### src/rtl/cpu_pkg.sv
// Shared CPU definitions: jump control encoding, sequencer states and default addresses.
package cpu_pkg;

    localparam logic [1:0] JMP_SEQ = 2'b00;
    localparam logic [1:0] JMP_ABS = 2'b01;
    localparam logic [1:0] JMP_RSV = 2'b10;
    localparam logic [1:0] JMP_REG = 2'b11;

    typedef enum logic [1:0] {
        StIdle = 2'b00,
        StRun  = 2'b01,
        StDone = 2'b10
    } seq_state_e;

    localparam logic [7:0] DEF_START_ADDR = 8'h00;
    localparam logic [7:0] DEF_J_TARGET   = 8'h3F;
    localparam logic [7:0] DEF_HALT_ADDR  = 8'hFF;

endpackage

### src/rtl/fetch_sequencer_next_pc_sel.sv
// Combinational next-PC selection from decoder jump/branch controls and datapath inputs.
module next_pc_sel
    import cpu_pkg::*;
#(
    parameter int unsigned     PC_W     = 8,
    parameter int unsigned     OFF_W    = 6,
    parameter logic [PC_W-1:0] J_TARGET = DEF_J_TARGET
) (
    input  logic [PC_W-1:0]  pc,
    input  logic             branch,
    input  logic [1:0]       jump,
    input  logic             cond_true,
    input  logic [OFF_W-1:0] br_off,
    input  logic [PC_W-1:0]  jr_target,
    output logic [PC_W-1:0]  next_pc
);

    logic [PC_W-1:0] pc_inc;
    logic [PC_W-1:0] off_ext;

    assign pc_inc  = pc + PC_W'(1);
    assign off_ext = {{(PC_W-OFF_W){br_off[OFF_W-1]}}, br_off};

    // Jumps outrank branches; the reserved encoding falls through to sequential.
    always_comb begin
        next_pc = pc_inc;
        if (jump == JMP_REG) begin
            next_pc = jr_target;
        end else if (jump == JMP_ABS) begin
            next_pc = J_TARGET;
        end else if (branch && cond_true) begin
            next_pc = pc_inc + off_ext;
        end
    end

endmodule

### src/rtl/fetch_sequencer.sv
// PC/fetch sequencer: start/done program handshake, next-PC update and retired-instruction count.
module fetch_sequencer
    import cpu_pkg::*;
#(
    parameter int unsigned     PC_W       = 8,
    parameter int unsigned     OFF_W      = 6,
    parameter logic [PC_W-1:0] START_ADDR = DEF_START_ADDR,
    parameter logic [PC_W-1:0] J_TARGET   = DEF_J_TARGET,
    parameter logic [PC_W-1:0] HALT_ADDR  = DEF_HALT_ADDR,
    parameter int unsigned     CNT_W      = 16
) (
    input  logic             clk,
    input  logic             rst_n,
    input  logic             start,
    input  logic             stall,
    input  logic             branch,
    input  logic [1:0]       jump,
    input  logic             cond_true,
    input  logic [OFF_W-1:0] br_off,
    input  logic [PC_W-1:0]  jr_target,
    output logic [PC_W-1:0]  pc,
    output logic             instr_valid,
    output logic             busy,
    output logic             done,
    output logic [CNT_W-1:0] retired
);

    seq_state_e      state_q, state_d;
    logic [PC_W-1:0] pc_q, pc_d;
    logic [CNT_W-1:0] retired_q, retired_d;
    logic [PC_W-1:0] next_pc;

    next_pc_sel #(
        .PC_W     (PC_W),
        .OFF_W    (OFF_W),
        .J_TARGET (J_TARGET)
    ) u_next_pc_sel (
        .pc        (pc_q),
        .branch    (branch),
        .jump      (jump),
        .cond_true (cond_true),
        .br_off    (br_off),
        .jr_target (jr_target),
        .next_pc   (next_pc)
    );

    always_comb begin
        state_d   = state_q;
        pc_d      = pc_q;
        retired_d = retired_q;
        unique case (state_q)
            StIdle, StDone: begin
                if (start) begin
                    state_d   = StRun;
                    pc_d      = START_ADDR;
                    retired_d = '0;
                end
            end
            StRun: begin
                if (!stall) begin
                    if (retired_q != {CNT_W{1'b1}}) begin
                        retired_d = retired_q + CNT_W'(1);
                    end
                    // The halt instruction retires but the PC parks on it.
                    if (pc_q == HALT_ADDR) begin
                        state_d = StDone;
                    end else begin
                        pc_d = next_pc;
                    end
                end
            end
            default: begin
                state_d = StIdle;
            end
        endcase
    end

    always_ff @(posedge clk or negedge rst_n) begin
        if (!rst_n) begin
            state_q   <= StIdle;
            pc_q      <= START_ADDR;
            retired_q <= '0;
        end else begin
            state_q   <= state_d;
            pc_q      <= pc_d;
            retired_q <= retired_d;
        end
    end

    assign pc          = pc_q;
    assign retired     = retired_q;
    assign busy        = (state_q == StRun);
    assign done        = (state_q == StDone);
    assign instr_valid = (state_q == StRun) && !stall;

endmodule

### config.mk
export PLATFORM = sky130hd
export DESIGN_NAME = fetch_sequencer
export DESIGN_NICKNAME = d
export VERILOG_FILES = /design/src/rtl/cpu_pkg.sv /design/src/rtl/fetch_sequencer_next_pc_sel.sv /design/src/rtl/fetch_sequencer.sv
export SDC_FILE = /design/constraint.sdc
export NUM_CORES = 1
export LEC_CHECK = 0
export ABC_CLOCK_PERIOD_IN_PS = 5840
export CAP_MARGIN = 25
export CELL_PAD_IN_SITES_DETAIL_PLACEMENT = 1
export CELL_PAD_IN_SITES_GLOBAL_PLACEMENT = 2
export CORE_MARGIN = 1
export CORE_UTILIZATION = 31
export CTS_CLUSTER_DIAMETER = 50
export DETAILED_ROUTE_END_ITERATION = 8
export PLACE_DENSITY_LB_ADDON = 0.1
export RECOVER_POWER = 25
export SYNTH_ARGS = -nofsm -noshare
export SYNTH_HDL_FRONTEND = slang
export SYNTH_HIERARCHICAL = 1
export SYNTH_SLANG_ARGS = --single-unit
### constraint.sdc
create_clock -name clk -period 5.84 [get_ports clk]
set_input_delay 1.46 -clock clk [delete_from_list [all_inputs] [get_ports clk]]
set_output_delay 1.46 -clock clk [all_outputs]
set_load 0.02 [all_outputs]
==> metrics.yaml, run 1 <==
post_cts_buffers: 0
rsz0062_at_grt: "no"
yosysWarnings: 6
synth_seq_area_share_pct: 32.2
drcViolationCount: 0
cts-root-buf: "clkbuf_8"
dieArea_mm2: 0.00685
layout_commonest_cell: "clkdlybuf4s50_1"
ys_ff_latch: 26
crit_fanout: 8
synthTopCellsByArea: "dfrtp_1 (32%), ha_1 (6.2%), nand2_1 (5.6%), nand3_1 (4.5%), o21ai_0 (4.5%)"
wirelength_mm: 6.07
max-vdd-ir-drop_mv: 0.195
yosys.area.top_type_share_pct: 32.2
grt_max_degree: 27
hold_class: "flip-flop to flip-flop"
drt-initial-drc-count: 83
holdBufCountCts: 0
netlist_area_mm2: 0.00202
slew_headroom_pct: -2.13
cap_viol_max_count: 1
rows: 29
cp.required_ns: 4.38
min_path_cells: 1
finalPower_mw: 1.17
mostFrequentLayoutCells: "clkdlybuf4s50_1 (47), nand2_1 (30), dfrtp_1 (26)"
violations: "max-capacitance violations, max-slew violations"
r2r_cells: 11
synth_edf_count: 0
initial_core_util_pct: 32.0
grtUsageTotal_pct: 18.5
drive_gt1_share_pct: 6.79
finalHoldViolations: 0
async_flop_share_pct: 100
fin_skew_ns: 0.00398
synthFlopType: "dfrtp_1"
dpl_worst_slack_ns: 1.35
synth_area_leader_cell: "dfrtp_1"
cts_buffers: 3
place.gp.congestion: 0.734
worstSetupPathType: "input port to output pin"
wire_per_inst_um: 17.0
slew_viol_final: 27
whs_ns: 0.534
core_area_mm2: 0.00631
syn-instance-count: 236
synth_fp_nets: 269
max_freq_ghz: 0.223
reg2reg_slack_ns: 2.84
syn2layout_area_growth_pct: 28.9
cts_resized: 0
cp.arrival_ns: 3.03
fillCellCount: 766
num_vias: 1995
tightest_slew_ns: 1.53
htreeDepth: 1
ios: 49
cts_sinks: 26
port-buffer-count: 48
cts.path.max_buffers: 2
tns_ns: 0
diodes: 0
path_clk_slew_ns: 0.09
start_kind: "input port"
finalCriticalPeriod_ns: 4.49
avgSynthCellArea_um2: 8.57
grt_overflow: 0
antenna_found_initial: 0
die_w_um: 82.8
grt_first_pass_wirelength_mm: 9.62
first_pass_iters: 4
hpwl_mm: 4.56
die_y_um: 82.8
cp-end-kind: "output pin"
p_per_area_mw_per_mm2: 448
power.leakage_nw: 1.07
fin_nets: 314
finalCritPeriodShare_pct: 76.9
layout_setup_ws_ns: 1.35
ant_nets: 0
synth.distinct_cells: 63
cts_tree: "done"
setup_viol: 0
status: "finished, violations left"
clock_latency_ns: 0.27
grt_pass1_vias: 1812
viasPerCell: 5.59
-- synth_stat cells, drive strengths merged (5+ instances only) --
| cell | number |
|---|---|
| nand4 | 6 |
| clkbuf | 5 |
| xnor2 | 6 |
| inv | 10 |
| ha | 10 |
| nand3 | 18 |
| a31oi | 10 |
| o21ai | 19 |
| dfrtp | 26 |
| nor2 | 11 |
| nand2 | 32 |
| a21oi | 8 |
-- worst max-delay path: stages --
cell and delay (ns):
clkdlybuf4s50_1 0.44, nand2b_1 0.29, inv_1 0.20, clkdlybuf4s50_1 0.63
-- worst paths after layout --
path,start,to
min in group asynchronous,rst_n,retired[14]$_DFFE_PN0P_
max reg2reg,pc[0]$_DFFE_PN0P_,pc[7]$_DFFE_PN0P_
max in group asynchronous,rst_n,retired[2]$_DFFE_PN0P_
min,retired[7]$_DFFE_PN0P_,retired[7]$_DFFE_PN0P_
max,stall,instr_valid
min reg2reg,retired[7]$_DFFE_PN0P_,retired[7]$_DFFE_PN0P_
-- state kept, by name (all words and copies together), names as in the netlist --
| signal | flops |
|---|---|
| pc | 8 |
| state_q | 2 |
| retired | 16 |
-- power breakdown --
group / internal (mW) / switching (mW)
Combinational: 0.325 / 0.396
Clock: 0.0603 / 0.0587
Sequential: 0.232 / 0.0952
Total: 0.618 / 0.550
-- layout make-up --
type	count	area, um2	area share (%)
Multi-Input combinational cell	190	1280	49.1
Clock buffer	4	55.1	2.11
Timing Repair Buffer	49	484	18.6
Sequential cell	26	651	25.0
Tap cell	77	96.3	3.69
Inverter	11	41.3	1.58
-- per-layer routing --
layer / vias to the layer above / wire, um / track usage (%)
li1: 974 / - / -
met1: 984 / 3320 / 29.7
met2: 35 / 2510 / 26.1
met3: 2 / 224 / 3.17
met4: 0 / 19 / 1.55
met5: - / 0 / 0
-- metrics by stage --
stage / instance area, um2 / util (%) / instances
floorplan: 2020 / - / 236
global placement: 2560 / 40.5 / 353
detailed placement: 2560 / 40.5 / 353
CTS: 2610 / 41.4 / 357
global route: 2610 / 41.3 / 357
finish: 2610 / 41.3 / 357
-- kinds of logic (layout without fill, tap and decap cells) --
group           Yosys count  in the layout  share of synthesized area, %
mux                       1              1                         0.495
xor+xnor                  8              8                          3.46
compound gates           78             78                          27.3
simple gates             92             92                          24.9
flops                    26             26                          32.2
buf+inv                  20             64                          4.58
fa+ha+maj                11             11                          7.17
No activity file was read; power rests on OpenSTA's default activity.
==> inputs of run 2 (changes only) <==
--- a/config.mk
+++ b/config.mk
@@ -5,12 +5,12 @@
 export SDC_FILE = /design/constraint.sdc
 export NUM_CORES = 1
 export LEC_CHECK = 0
-export ABC_CLOCK_PERIOD_IN_PS = 5840
+export ABC_CLOCK_PERIOD_IN_PS = 4600
 export CAP_MARGIN = 25
 export CELL_PAD_IN_SITES_DETAIL_PLACEMENT = 1
 export CELL_PAD_IN_SITES_GLOBAL_PLACEMENT = 2
 export CORE_MARGIN = 1
-export CORE_UTILIZATION = 31
+export CORE_UTILIZATION = 29
 export CTS_CLUSTER_DIAMETER = 50
 export DETAILED_ROUTE_END_ITERATION = 8
 export PLACE_DENSITY_LB_ADDON = 0.1
==> constraint.sdc (replaced) <==
create_clock -name clk -period 4.6 [get_ports clk]
set_input_delay 1.15 -clock clk [delete_from_list [all_inputs] [get_ports clk]]
set_output_delay 1.15 -clock clk [all_outputs]
set_load 0.02 [all_outputs]
==> run 2 against run 1 <==
- the run still ends with max-capacitance violations, max-slew violations left
- cell area up 0.19%
- register-to-register slack worse by 1.2 ns
- flip-flop and latch count unchanged
- combinational power up 25%
- first-iteration DRC count down 24%
- global-route usage down 1.8 points
- total power up 24%
- clock skew down 0.0010 ns
==> metrics.yaml, run 2 (synthesized netlist as in run 1, its figures left out) <==
drcViolationCount: 0  # unchanged
ios: 49  # unchanged
cts_tree: "done"
drt-initial-drc-count: 63  # -24%
p_per_area_mw_per_mm2: 556  # +24%
path_clk_slew_ns: 0.09  # about the same
critical_path_buf_inv_count: 3  # unchanged
worstSetupPathType: "input port to output pin"
cp_cell_sequence: "clkdlybuf4s50_1 -> nand2b_1 -> inv_1 -> clkdlybuf4s50_1"
tightest_slew_ns: 1.52  # -0.00990 ns
violations: "max-capacitance violations, max-slew violations"
layout_commonest_cell: "clkdlybuf4s50_1"
grt_overflow: 0  # unchanged
ant_nets: 0  # unchanged
cts_sinks: 26  # unchanged
slew_headroom_pct: -1.47  # +0.66 points
rows: 30  # +3.4%
status: "finished, violations left"
rr_startpoint: "pc[0]$_DFFE_PN0P_"
die_y_um: 85.5  # +3.3%
num_vias: 1975  # -1.0%
clock_latency_ns: 0.27  # about the same
finalHoldViolations: 0  # unchanged
grt_pass1_vias: 1951  # +7.7%
max_freq_ghz: 0.272
viasPerCell: 5.47  # -2.1%
cpMostUsedCell: "clkdlybuf4s50_1"
port-buffer-count: 48  # unchanged
die_w_um: 85.5  # +3.3%
grt_first_pass_wirelength_mm: 9.86  # +2.5%
wire_per_inst_um: 16.5  # -3.3%
fillCellCount: 809  # +5.6%
hpwl_mm: 4.42  # -3.1%
power.leakage_nw: 1.08  # +0.16%
r2r_end: "pc[7]$_DFFE_PN0P_"
syn2layout_area_growth_pct: 29.1
final-seq-area_um2: 651  # unchanged
cap_viol_max_count: 1  # unchanged
finalCritPeriodShare_pct: 80.0
hold_class: "flip-flop to flip-flop"
holdPathEnd: "retired[7]$_DFFE_PN0P_"
grt_max_degree: 27  # unchanged
cts.path.max_buffers: 2  # unchanged
rsz0062_at_grt: "no"
dieArea_mm2: 0.00731  # +6.7%
finalCriticalPeriod_ns: 3.68
core_area_mm2: 0.00676  # +7.0%
cp-end-kind: "output pin"
initial_core_util_pct: 29.9  # -2.1 points
mostFrequentLayoutCells: "clkdlybuf4s50_1 (47), nand2_1 (30), dfrtp_1 (26)"
cp.arrival_ns: 2.53  # -0.50 ns
fin_nets: 316  # +0.64%
grtUsageTotal_pct: 16.7  # -1.8 points
crit_fanout: 3  # -5
largest_reg_flops: 16  # unchanged
slew_viol_final: 27  # unchanged
holdBufCountCts: 0  # unchanged
cts_buffers: 3  # unchanged
r2r_cells: 11  # unchanged
wirelength_mm: 5.94  # -2.2%
drive_gt1_share_pct: 7.12  # +0.33 points
start_kind: "input port"
first_pass_iters: 3  # -1
cpMaxStageDelayCell: "clkdlybuf4s50_1"
setup_viol: 0  # unchanged
fin_skew_ns: 0.00296  # -0.00101 ns
final_cell_area_mm2: 0.00261  # +0.19%
crit_family: "buffers and inverters"
max-vdd-ir-drop_mv: 0.268  # +37%
placed_cell_area_mm2: 0.00257  # +0.73%
reg2reg_slack_ns: 1.61  # -1.23 ns
post_cts_buffers: 0  # unchanged
cts-root-buf: "clkbuf_8"
cp.required_ns: 3.45  # -0.93 ns
place.gp.congestion: 0.732  # -0.22%
tns_ns: 0  # unchanged
multiInputGateArea_mm2: 0.00128  # unchanged
worstHoldStart: "retired[7]$_DFFE_PN0P_"
htreeDepth: 1  # unchanged
antenna_found_initial: 0  # unchanged
cts_resized: 0  # unchanged
min_path_cells: 1  # unchanged
diodes: 0  # unchanged
cpPeakStageDelay_ns: 0.63  # about the same
==> run 2: changes by cell type in the layout (fill, tap and decap cells not counted), sizes merged <==
cell / previous run / this run
buf: 0 / 2
clkbuf: 5 / 4
==> run 2: layout make-up <==
class / count / share of cell area [%]
Clock buffer: 3 / 1.58
Inverter: 11 / 1.58
Multi-Input combinational cell: 190 / 49.0
Sequential cell: 26 / 24.9
Tap cell: 80 / 3.83
Timing Repair Buffer: 51 / 19.1
==> run 2: worst max-delay path by stage <==
| stage | from | endpoint | slack, ns | cells after the start |
|---|---|---|---|---|
| finish | stall | instr_valid | 0.92 | 4 |
| global placement | stall | instr_valid | 0.90 | 4 |
| detailed placement | stall | instr_valid | 0.91 | 4 |
| CTS | stall | instr_valid | 0.90 | 4 |
| floorplan | br_off[2] | pc[7]$_DFFE_PN0P_ | 1.71 | 8 |
| global route | stall | instr_valid | 0.82 | 4 |
==> run 2: report_power, final <==
part	internal [mW]	switching [mW]	leakage (nW)
registers	0.295	0.121	0.322
clock network	0.0588	0.0751	0.0216
logic	0.414	0.491	0.732
total	0.768	0.686	1.08
==> run 2: routing by layer <==
metal	share of wire, %	vias up	wire length, um	track usage (%)
met5	0	-	0	0
met3	3.7	2	218	3.18
li1	-	981	-	-
met2	42	32	2500	24.7
met1	54	960	3210	26.1
met4	0.30	0	18	1.36
==> run 2: stage by stage <==
stage / std cells / utilization, % / total power [mW] / hold WS, ns / setup WS [ns]
6_report: 361 / 38.7 / 1.45 / 0.532 / 0.920
5_1_grt: 361 / 38.7 / 1.58 / 0.567 / 0.823
4_1_cts: 361 / 38.7 / 1.47 / 0.538 / 0.901
3_5_place_dp: 358 / 38.1 / 1.33 / 0.524 / 0.905
3_3_place_gp: 358 / 38.1 / 1.32 / 0.523 / 0.902
2_1_floorplan: 236 / - / 1.00 / 0.623 / 1.71
==> inputs of run 3 (changes only) <==
--- a/config.mk
+++ b/config.mk
@@ -5,12 +5,12 @@
 export SDC_FILE = /design/constraint.sdc
 export NUM_CORES = 1
 export LEC_CHECK = 0
-export ABC_CLOCK_PERIOD_IN_PS = 4600
+export ABC_CLOCK_PERIOD_IN_PS = 3300
 export CAP_MARGIN = 25
 export CELL_PAD_IN_SITES_DETAIL_PLACEMENT = 1
 export CELL_PAD_IN_SITES_GLOBAL_PLACEMENT = 2
 export CORE_MARGIN = 1
-export CORE_UTILIZATION = 29
+export CORE_UTILIZATION = 26
 export CTS_CLUSTER_DIAMETER = 50
 export DETAILED_ROUTE_END_ITERATION = 8
 export PLACE_DENSITY_LB_ADDON = 0.1
==> constraint.sdc (replaced) <==
create_clock -name clk -period 3.3 [get_ports clk]
set_input_delay 0.825 -clock clk [delete_from_list [all_inputs] [get_ports clk]]
set_output_delay 0.825 -clock clk [all_outputs]
set_load 0.02 [all_outputs]
==> run 3 against run 2 <==
- the run now ends clean
- clock-buffer cell count rose by 1
- routed wire length is 3.9% higher
- critical path depth is the same
- non-clock buffer count grew 5
- cell count rose by 6.9%
- register-to-register slack worse by 1.2 ns
- flip-flop and latch count stayed put
- clock skew up 0.00064 ns
- sequential share of layout area shrank 0.70 points
- clock power increased by 59%
- first-iteration DRC count rose by 17%
- hold slack improved by 0.0067 ns
==> metrics.yaml, run 3 (synthesized netlist as in run 1, its figures left out) <==
slew_headroom_pct: 1.05  # +2.5 points
cts.path.max_buffers: 2  # unchanged
cts_buffers: 3  # unchanged
die_y_um: 90.2  # +5.5%
final_cell_area_mm2: 0.00269  # +2.9%
drcViolationCount: 0  # unchanged
core_area_mm2: 0.00737  # +9.1%
grt_overflow: 0  # unchanged
whs_ns: 0.538  # +0.00672 ns
grtUsageTotal_pct: 16.1  # -0.57 points
mostFrequentLayoutCells: "clkdlybuf4s50_1 (47), nand2_1 (30), dfrtp_1 (26)"
path_clk_slew_ns: 0.09  # about the same
htreeDepth: 1  # unchanged
cts_resized: 0  # unchanged
rr_startpoint: "pc[1]$_DFFE_PN0P_"
cp.required_ns: 2.47  # -0.98 ns
grt_first_pass_wirelength_mm: 10.7  # +8.4%
cts_tree: "done"
wire_per_inst_um: 16.0  # -2.8%
cp-end-kind: "output pin"
ant_nets: 0  # unchanged
hold_class: "flip-flop to flip-flop"
tightest_slew_ns: 1.48  # -0.0378 ns
power.leakage_nw: 1.11  # +2.9%
holdBufCountCts: 0  # unchanged
p_per_area_mw_per_mm2: 779  # +40%
fin_nets: 321  # +1.6%
placed_cell_area_mm2: 0.00264  # +2.4%
dpl_worst_slack_ns: 0.119  # -0.786 ns
finalHoldViolations: 0  # unchanged
port-buffer-count: 48  # unchanged
first_pass_iters: 4  # +1
cpMaxStageDelayCell: "clkdlybuf4s50_1"
initial_core_util_pct: 27.5  # -2.5 points
cts_sinks: 26  # unchanged
cts-root-buf: "clkbuf_8"
die_w_um: 90.2  # +5.5%
start_kind: "input port"
hpwl_mm: 4.75  # +7.6%
tns_ns: 0  # unchanged
status: "finished clean"
rsz0062_at_grt: "no"
diodes: 0  # unchanged
crit_fanout: 3  # unchanged
fin_util_pct: 36.5  # -2.2 points
num_vias: 2003  # +1.4%
worstHoldStart: "retired[7]$_DFFE_PN0P_"
rows: 31  # +3.3%
max_freq_ghz: 0.335
place_inst: 382  # +6.7%
cp_cell_sequence: "clkdlybuf4s50_1 -> nand2b_1 -> inv_1 -> clkdlybuf4s50_1"
max-vdd-ir-drop_mv: 0.307  # +14%
setup_viol: 0  # unchanged
drive_gt1_share_pct: 9.06  # +1.9 points
clock_latency_ns: 0.27  # about the same
finalCriticalPeriod_ns: 2.98
wirelength_mm: 6.17  # +3.9%
grt_pass1_vias: 2088  # +7.0%
post_cts_buffers: 0  # unchanged
place.gp.congestion: 0.763  # +4.2%
largest_reg_flops: 16  # unchanged
worstSetupPathType: "input port to output pin"
finalPower_mw: 2.09  # +44%
drt-initial-drc-count: 74  # +17%
antenna_found_initial: 0  # unchanged
layout_commonest_cell: "clkdlybuf4s50_1"
ios: 49  # unchanged
layout_setup_ws_ns: 0.316  # -0.604 ns
cpPeakStageDelay_ns: 0.61  # -0.02 ns
slew_viol_final: 0  # -100%
grt_max_degree: 27  # unchanged
viasPerCell: 5.19  # -5.2%
cp.arrival_ns: 2.16  # -0.37 ns
cpMostUsedCell: "clkdlybuf4s50_1"
cap_viol_max_count: 0  # -1
critPathLaunch: "stall"
syn2layout_area_growth_pct: 32.8
finalCritPeriodShare_pct: 90.4
dieArea_mm2: 0.00814  # +11%
fin_skew_ns: 0.00360  # +0.000637 ns
layout.cells.non_filler: 386  # +6.9%
[run 3: changes by cell type in the layout (fill, tap and decap cells not counted), sizes merged]
| cell | before | now |
|---|---|---|
| clkbuf | 4 | 5 |
| buf | 2 | 7 |
[run 3: cell type report]
type                       count  area [um2]
clock buffer                   4        55.1
inverter                      11        41.3
timing repair buffer          56         537
sequential                    26         651
multi-input combinational    190        1280
fill                         876        4680
tap                           99         124
[run 3: per-layer routing]
metal  share of wire, %  track usage (%)
met5                  0                0
met2                 43             24.8
met1                 53             24.0
met3                3.5             2.88
met4               0.36             2.02
[run 3: critical path: cells and delay by family]
kind	cells	cell delay [ns]
buffers and inverters	3	1.16
and+or+nand+nor	1	0.17
[run 3: worst paths after layout]
| check | to | slack, ns | depth (start not counted) |
|---|---|---|---|
| hold reg to reg | retired[7]$_DFFE_PN0P_ | 0.54 | 1 |
| min in group asynchronous | retired[14]$_DFFE_PN0P_ | 1.43 | 2 |
| hold / removal | retired[7]$_DFFE_PN0P_ | 0.54 | 1 |
| setup reg to reg | pc[7]$_DFFE_PN0P_ | 0.42 | 11 |
| setup / recovery | instr_valid | 0.32 | 4 |
| max in group asynchronous | retired[6]$_DFFE_PN0P_ | 1.01 | 2 |
[run 3: where the power goes]
| group | switching (mW) | internal [mW] | total, mW | leakage [nW] |
|---|---|---|---|---|
| clock | 0.106 | 0.107 | 0.213 | 0.0288 |
| combinational | 0.721 | 0.607 | 1.33 | 0.756 |
| sequential | 0.140 | 0.411 | 0.551 | 0.322 |
| total | 0.967 | 1.13 | 2.09 | 1.11 |
